<file path="src/rtl/cpu_pkg.sv">
// cpu_pkg: shared constants and select encodings for the fetch stage
package cpu_pkg;
  localparam logic [31:0] RESET_PC = 32'h0000_0000;
  localparam logic [31:0] EXC_VECTOR = 32'h0000_0004;
  localparam int unsigned IMEM_WORDS = 1024;
  localparam logic [31:0] NOP_INSTR = 32'h0000_0000;
  typedef enum logic [1:0] {PC_SEQ, PC_REDIR, PC_EXC, PC_HOLD} pc_src_e;
  typedef enum logic [1:0] {ID_LOAD, ID_BUBBLE, ID_HOLD, ID_FAULT} id_act_e;
endpackage

</file>
<file path="src/rtl/pc_next_sel.sv">
// pc_next_sel: priority mux choosing the next pc and the IF/ID action
module pc_next_sel
  import cpu_pkg::*;
#(
  parameter logic [31:0] EXC_VECTOR = cpu_pkg::EXC_VECTOR,
  parameter int unsigned IMEM_WORDS = cpu_pkg::IMEM_WORDS
) (
  input  logic [31:0] pc,
  input  logic        stall,
  input  logic        redirect,
  input  logic [31:0] redirect_pc,
  input  logic        exc_req,
  output logic        fault_now,
  output logic [31:0] pc4,
  output logic [31:0] pc_next,
  output pc_src_e     pc_src,
  output id_act_e     id_act
);
  localparam logic [31:0] WORDS = 32'(IMEM_WORDS);
  always_comb begin
    pc4 = pc + 32'd4;
    fault_now = (pc[1:0] != 2'b00) | ({2'b00, pc[31:2]} >= WORDS);
    pc_src = exc_req ? PC_EXC : redirect ? PC_REDIR : (stall | fault_now) ? PC_HOLD : PC_SEQ;
    id_act = (exc_req | redirect) ? ID_BUBBLE : stall ? ID_HOLD : fault_now ? ID_FAULT : ID_LOAD;
    pc_next = pc_src == PC_EXC ? EXC_VECTOR : pc_src == PC_REDIR ? redirect_pc :
              pc_src == PC_SEQ ? pc4 : pc;
  end
endmodule

</file>
<file path="src/rtl/fetch_stage.sv">
// fetch_stage: program counter, instruction RAM interface and IF/ID register
module fetch_stage
  import cpu_pkg::*;
#(
  parameter logic [31:0] RESET_PC = cpu_pkg::RESET_PC,
  parameter logic [31:0] EXC_VECTOR = cpu_pkg::EXC_VECTOR,
  parameter int unsigned IMEM_WORDS = cpu_pkg::IMEM_WORDS
) (
  input  logic        clk,
  input  logic        rst_n,
  output logic        imem_ena,
  output logic [31:0] imem_addr,
  input  logic [31:0] imem_data,
  input  logic        stall,
  input  logic        redirect,
  input  logic [31:0] redirect_pc,
  input  logic        exc_req,
  output logic [31:0] pc,
  output logic        id_valid,
  output logic [31:0] id_instr,
  output logic [31:0] id_pc,
  output logic [31:0] id_pc4,
  output logic        id_fault,
  output logic [31:0] fetch_cnt
);
  logic        fault_now;
  logic [31:0] pc4;
  logic [31:0] pc_next;
  pc_src_e     pc_src;
  id_act_e     id_act;
  pc_next_sel #(.EXC_VECTOR(EXC_VECTOR), .IMEM_WORDS(IMEM_WORDS)) u_sel (
    .pc(pc),
    .stall(stall),
    .redirect(redirect),
    .redirect_pc(redirect_pc),
    .exc_req(exc_req),
    .fault_now(fault_now),
    .pc4(pc4),
    .pc_next(pc_next),
    .pc_src(pc_src),
    .id_act(id_act)
  );
  always_comb begin
    imem_addr = pc;
    imem_ena = rst_n & ~fault_now;
  end
  always_ff @(posedge clk) begin
    if (!rst_n) begin
      pc <= RESET_PC;
      id_valid <= 1'b0;
      id_instr <= NOP_INSTR;
      id_pc <= 32'd0;
      id_pc4 <= 32'd0;
      id_fault <= 1'b0;
      fetch_cnt <= 32'd0;
    end else begin
      pc <= pc_next;
      if (id_act == ID_LOAD) begin
        id_valid <= 1'b1;
        id_instr <= imem_data;
        id_pc <= pc;
        id_pc4 <= pc4;
        id_fault <= 1'b0;
        fetch_cnt <= fetch_cnt + 32'd1;
      end else if (id_act == ID_FAULT) begin
        id_valid <= 1'b1;
        id_instr <= NOP_INSTR;
        id_pc <= pc;
        id_pc4 <= pc4;
        id_fault <= 1'b1;
      end else if (id_act == ID_BUBBLE) begin
        id_valid <= 1'b0;
        id_instr <= NOP_INSTR;
        id_fault <= 1'b0;
      end
    end
  end
endmodule

</file>
<file path="config.mk">
export PLATFORM = sky130hd
export DESIGN_NAME = fetch_stage
export DESIGN_NICKNAME = d
export VERILOG_FILES = /design/src/rtl/cpu_pkg.sv /design/src/rtl/pc_next_sel.sv /design/src/rtl/fetch_stage.sv
export SDC_FILE = /design/constraint.sdc
export NUM_CORES = 1
export LEC_CHECK = 0
export BUFFER_PORTS_ARGS = -buffer_cell sky130_fd_sc_hd__clkbuf_2
export CAP_MARGIN = 0
export CORE_MARGIN = 4
export CORE_UTILIZATION = 40
export CTS_CLUSTER_SIZE = 12
export DETAILED_ROUTE_END_ITERATION = 10
export PLACE_DENSITY = 0.67
export SKIP_LAST_GASP = 1
export SLEW_MARGIN = 20
export SYNTH_ARGS = -nofsm -noshare
export SYNTH_HDL_FRONTEND = slang
export SYNTH_HIERARCHICAL = 1
export SYNTH_SLANG_ARGS = --single-unit
</file>
<file path="constraint.sdc">
create_clock -name clk -period 9.5 [get_ports clk]
set_clock_uncertainty 0.1 [all_clocks]
set_input_delay 2.375 -clock clk [delete_from_list [all_inputs] [get_ports clk]]
set_output_delay 2.375 -clock clk [all_outputs]
set_load 0.01 [all_outputs]
</file>
==> impl_summary.md <==
Status
The flow ran to the end, and the final reports show no timing, DRC or antenna violations.

Clock tree
For this design, the CTS-stage hold fixing added 0 buffers. The post-CTS setup-driven buffer insertion count is 0. The count of H-tree levels built during CTS is 4. The number of gates resized after CTS was 0. The CTS clock-pin slew for the worst setup and hold paths is around 0.06 ns. The deepest clock path buffer count is 2. The clock latency reported for the late side of the worst-skew pair is approximately 0.42 ns.

The tree is rooted in a clkbuf_16. The clock buffer count from CTS is 17. The number of clock sinks is 162. TritonCTS built the clock tree.

Final layout
The growth of design area from synthesis to finish is 24.8%. The ratio of cells with drive above 1 in the final layout is between 20% and 30%. The net count of the finished layout is between 1000 and 1500. For this run, the share of the core covered by cells in the final layout is between 50% and 60%. The cell area after layout is just over 9000 um2. The repair_antennas step left the layout with diodes totalling 0.

Floorplan
The initial cell density of the core is approximately 41%. The placeable core area is roughly 18000 um2. The number of top-level design ports is 264. After floorplanning, the core was divided into 49 placement rows. The floorplan die height is ~140 um.

The die extent in x is between 100 and 150 um. The die covers approximately 21000 um2.

Timing
The final number of hold-violating endpoints was 0. Setup violations remaining at the end of the flow were counted as 0. For the finished layout, the period the worst path requires is between 6 and 7 ns. Static timing analysis puts the maximum clock frequency at between 0.15 and 0.2 GHz. The number of max-slew violations in the final report came to 0. Setup repair after global routing left no endpoint under its margin.

The pin slew with the least headroom to its limit is slightly below 1 ns. The relative slew slack is about 35%. After layout, the worst path uses a little under two thirds of the clock period. The total negative slack is 0 ns.

Critical path
The largest driver fanout on the critical path is between 50 and 60. The required time at the worst-slack endpoint is 7.03 ns. Data arrives at the worst endpoint at around 3.6 ns. The element type at the critical path start is an input pin.

The start-to-end type of the worst setup path is in -> out. The endpoint kind of the worst setup timing path is a primary output.

GRT
Global routing used between 15 and 20% of the available tracks. Global routing finished with a remaining overflow of 0. The largest net degree at the start of global routing is about 70. The number of antenna violations at the first check in global routing is 0.

The number of global-route vias before repair was between 6000 and 7000. The first-pass GRT wire length is 32800 um.

Routing
The routed wire length per instance is approximately 17 um. The via density per instance is 5.17. The DRC violation count after routing is 0.

The total number of vias is 6530. The DRC marker count from the first detailed-route iteration is between 300 and 400. The routed design has 21300 um of wire. In this run the remaining antenna-violating nets after routing total 0. The first TritonRoute pass finished after 5 iterations.

Placed design
The routability congestion estimate is roughly 0.80. In this run the tool buffered the top-level ports with roughly 260 buffer cells. Summed over all nets, the half-perimeter wirelength after detailed placement is about 15000 um. Once placement finished, the instance area stood at 8570 um2.

Synth
The cell count after synthesis came out at roughly 800. During synthesis, Yosys emitted a total of 6 warnings. Synthesis produced a netlist with a net count of 900. The mapped netlist covers around 7400 um2. Each instance of the synthesized netlist takes up on average roughly 9 um2.

Min path
The class of the tightest hold or removal check is reg -> reg.

Pwr
The cell leakage power is approximately 4.3 nW. The overall power after layout is approximately 1.6 mW. The worst-case vdd ir drop is between 0.0001 and 0.00015 V. In this run the power density over the cells is 177 nW/um2.

Flow run
Max-cap violations in this run came to 0.
-- per-layer routing --
layer	vias up	wire (um)	track usage, %
met5	-	0	0
met4	0	246	5.15
met3	12	1640	6.82
met2	209	10000	31.5
met1	3085	9370	25.6
li1	3224	-	-
-- sequential cells by signal, indices dropped and copies added, names as in the netlist --
signal and cells:
imem_addr 32, id_instr 32, id_pc 32, id_valid 1
fetch_cnt 32, id_pc4 32, id_fault 1
-- final cells by class --
cell class                 instances  area, um2
fill                            1699       8870
multi-input combinational        552       3610
sequential                       162       3240
timing repair buffer             269       1360
clock buffer                      20        447
tap                              229        287
clock inverter                    12        203
inverter                          19       73.8
-- critical path, cell delays in order --
cell and delay, ns:
clkbuf_2 0.08, buf_4 0.37, inv_4 0.33, nor2_1 0.20, clkbuf_2 0.15
-- worst paths after layout --
path | start | end | depth (start not counted) | slack, ns
max | rst_n | imem_ena | 5 | 3.45
min | fetch_cnt[31] | fetch_cnt[31] | 2 | 0.39
max reg2reg | imem_addr[26] | id_pc4[9] | 9 | 5.68
min reg2reg | fetch_cnt[31] | fetch_cnt[31] | 2 | 0.39
-- report_power, final --
group / internal (mW) / leakage [nW] / switching (mW)
Clock: 0.476 / 0.315 / 0.284
Sequential: 0.695 / 1.31 / 0.0202
Combinational: 0.0660 / 2.69 / 0.0903
Total: 1.24 / 4.31 / 0.395
-- cell usage in the layout, fill, tap and decap left out, types with 8 or more instances in the layout --
master / count
a21oi_1: 16
mux2i_1: 93
nor3_1: 14
nand4_1: 14
and2_1: 32
inv_1: 18
nand3_1: 22
dfxtp_1: 162
or4_1: 15
a311oi_1: 8
xor2_1: 18
xnor2_1: 22
nor4_1: 23
clkbuf_16: 17
clkbuf_2: 263
nor2_1: 149
o31ai_1: 15
nand2_1: 28
a22oi_1: 32
-- through the flow --
stage	instances	hold slack (ns)	setup WS, ns
6_report	1263	0.391	3.45
5_1_grt	1263	0.401	3.37
4_1_cts	1263	0.386	3.48
3_5_place_dp	1231	0.376	3.46
3_3_place_gp	1231	0.367	3.49
2_1_floorplan	824	0.394	3.90
(Power assumes the default switching activity.)
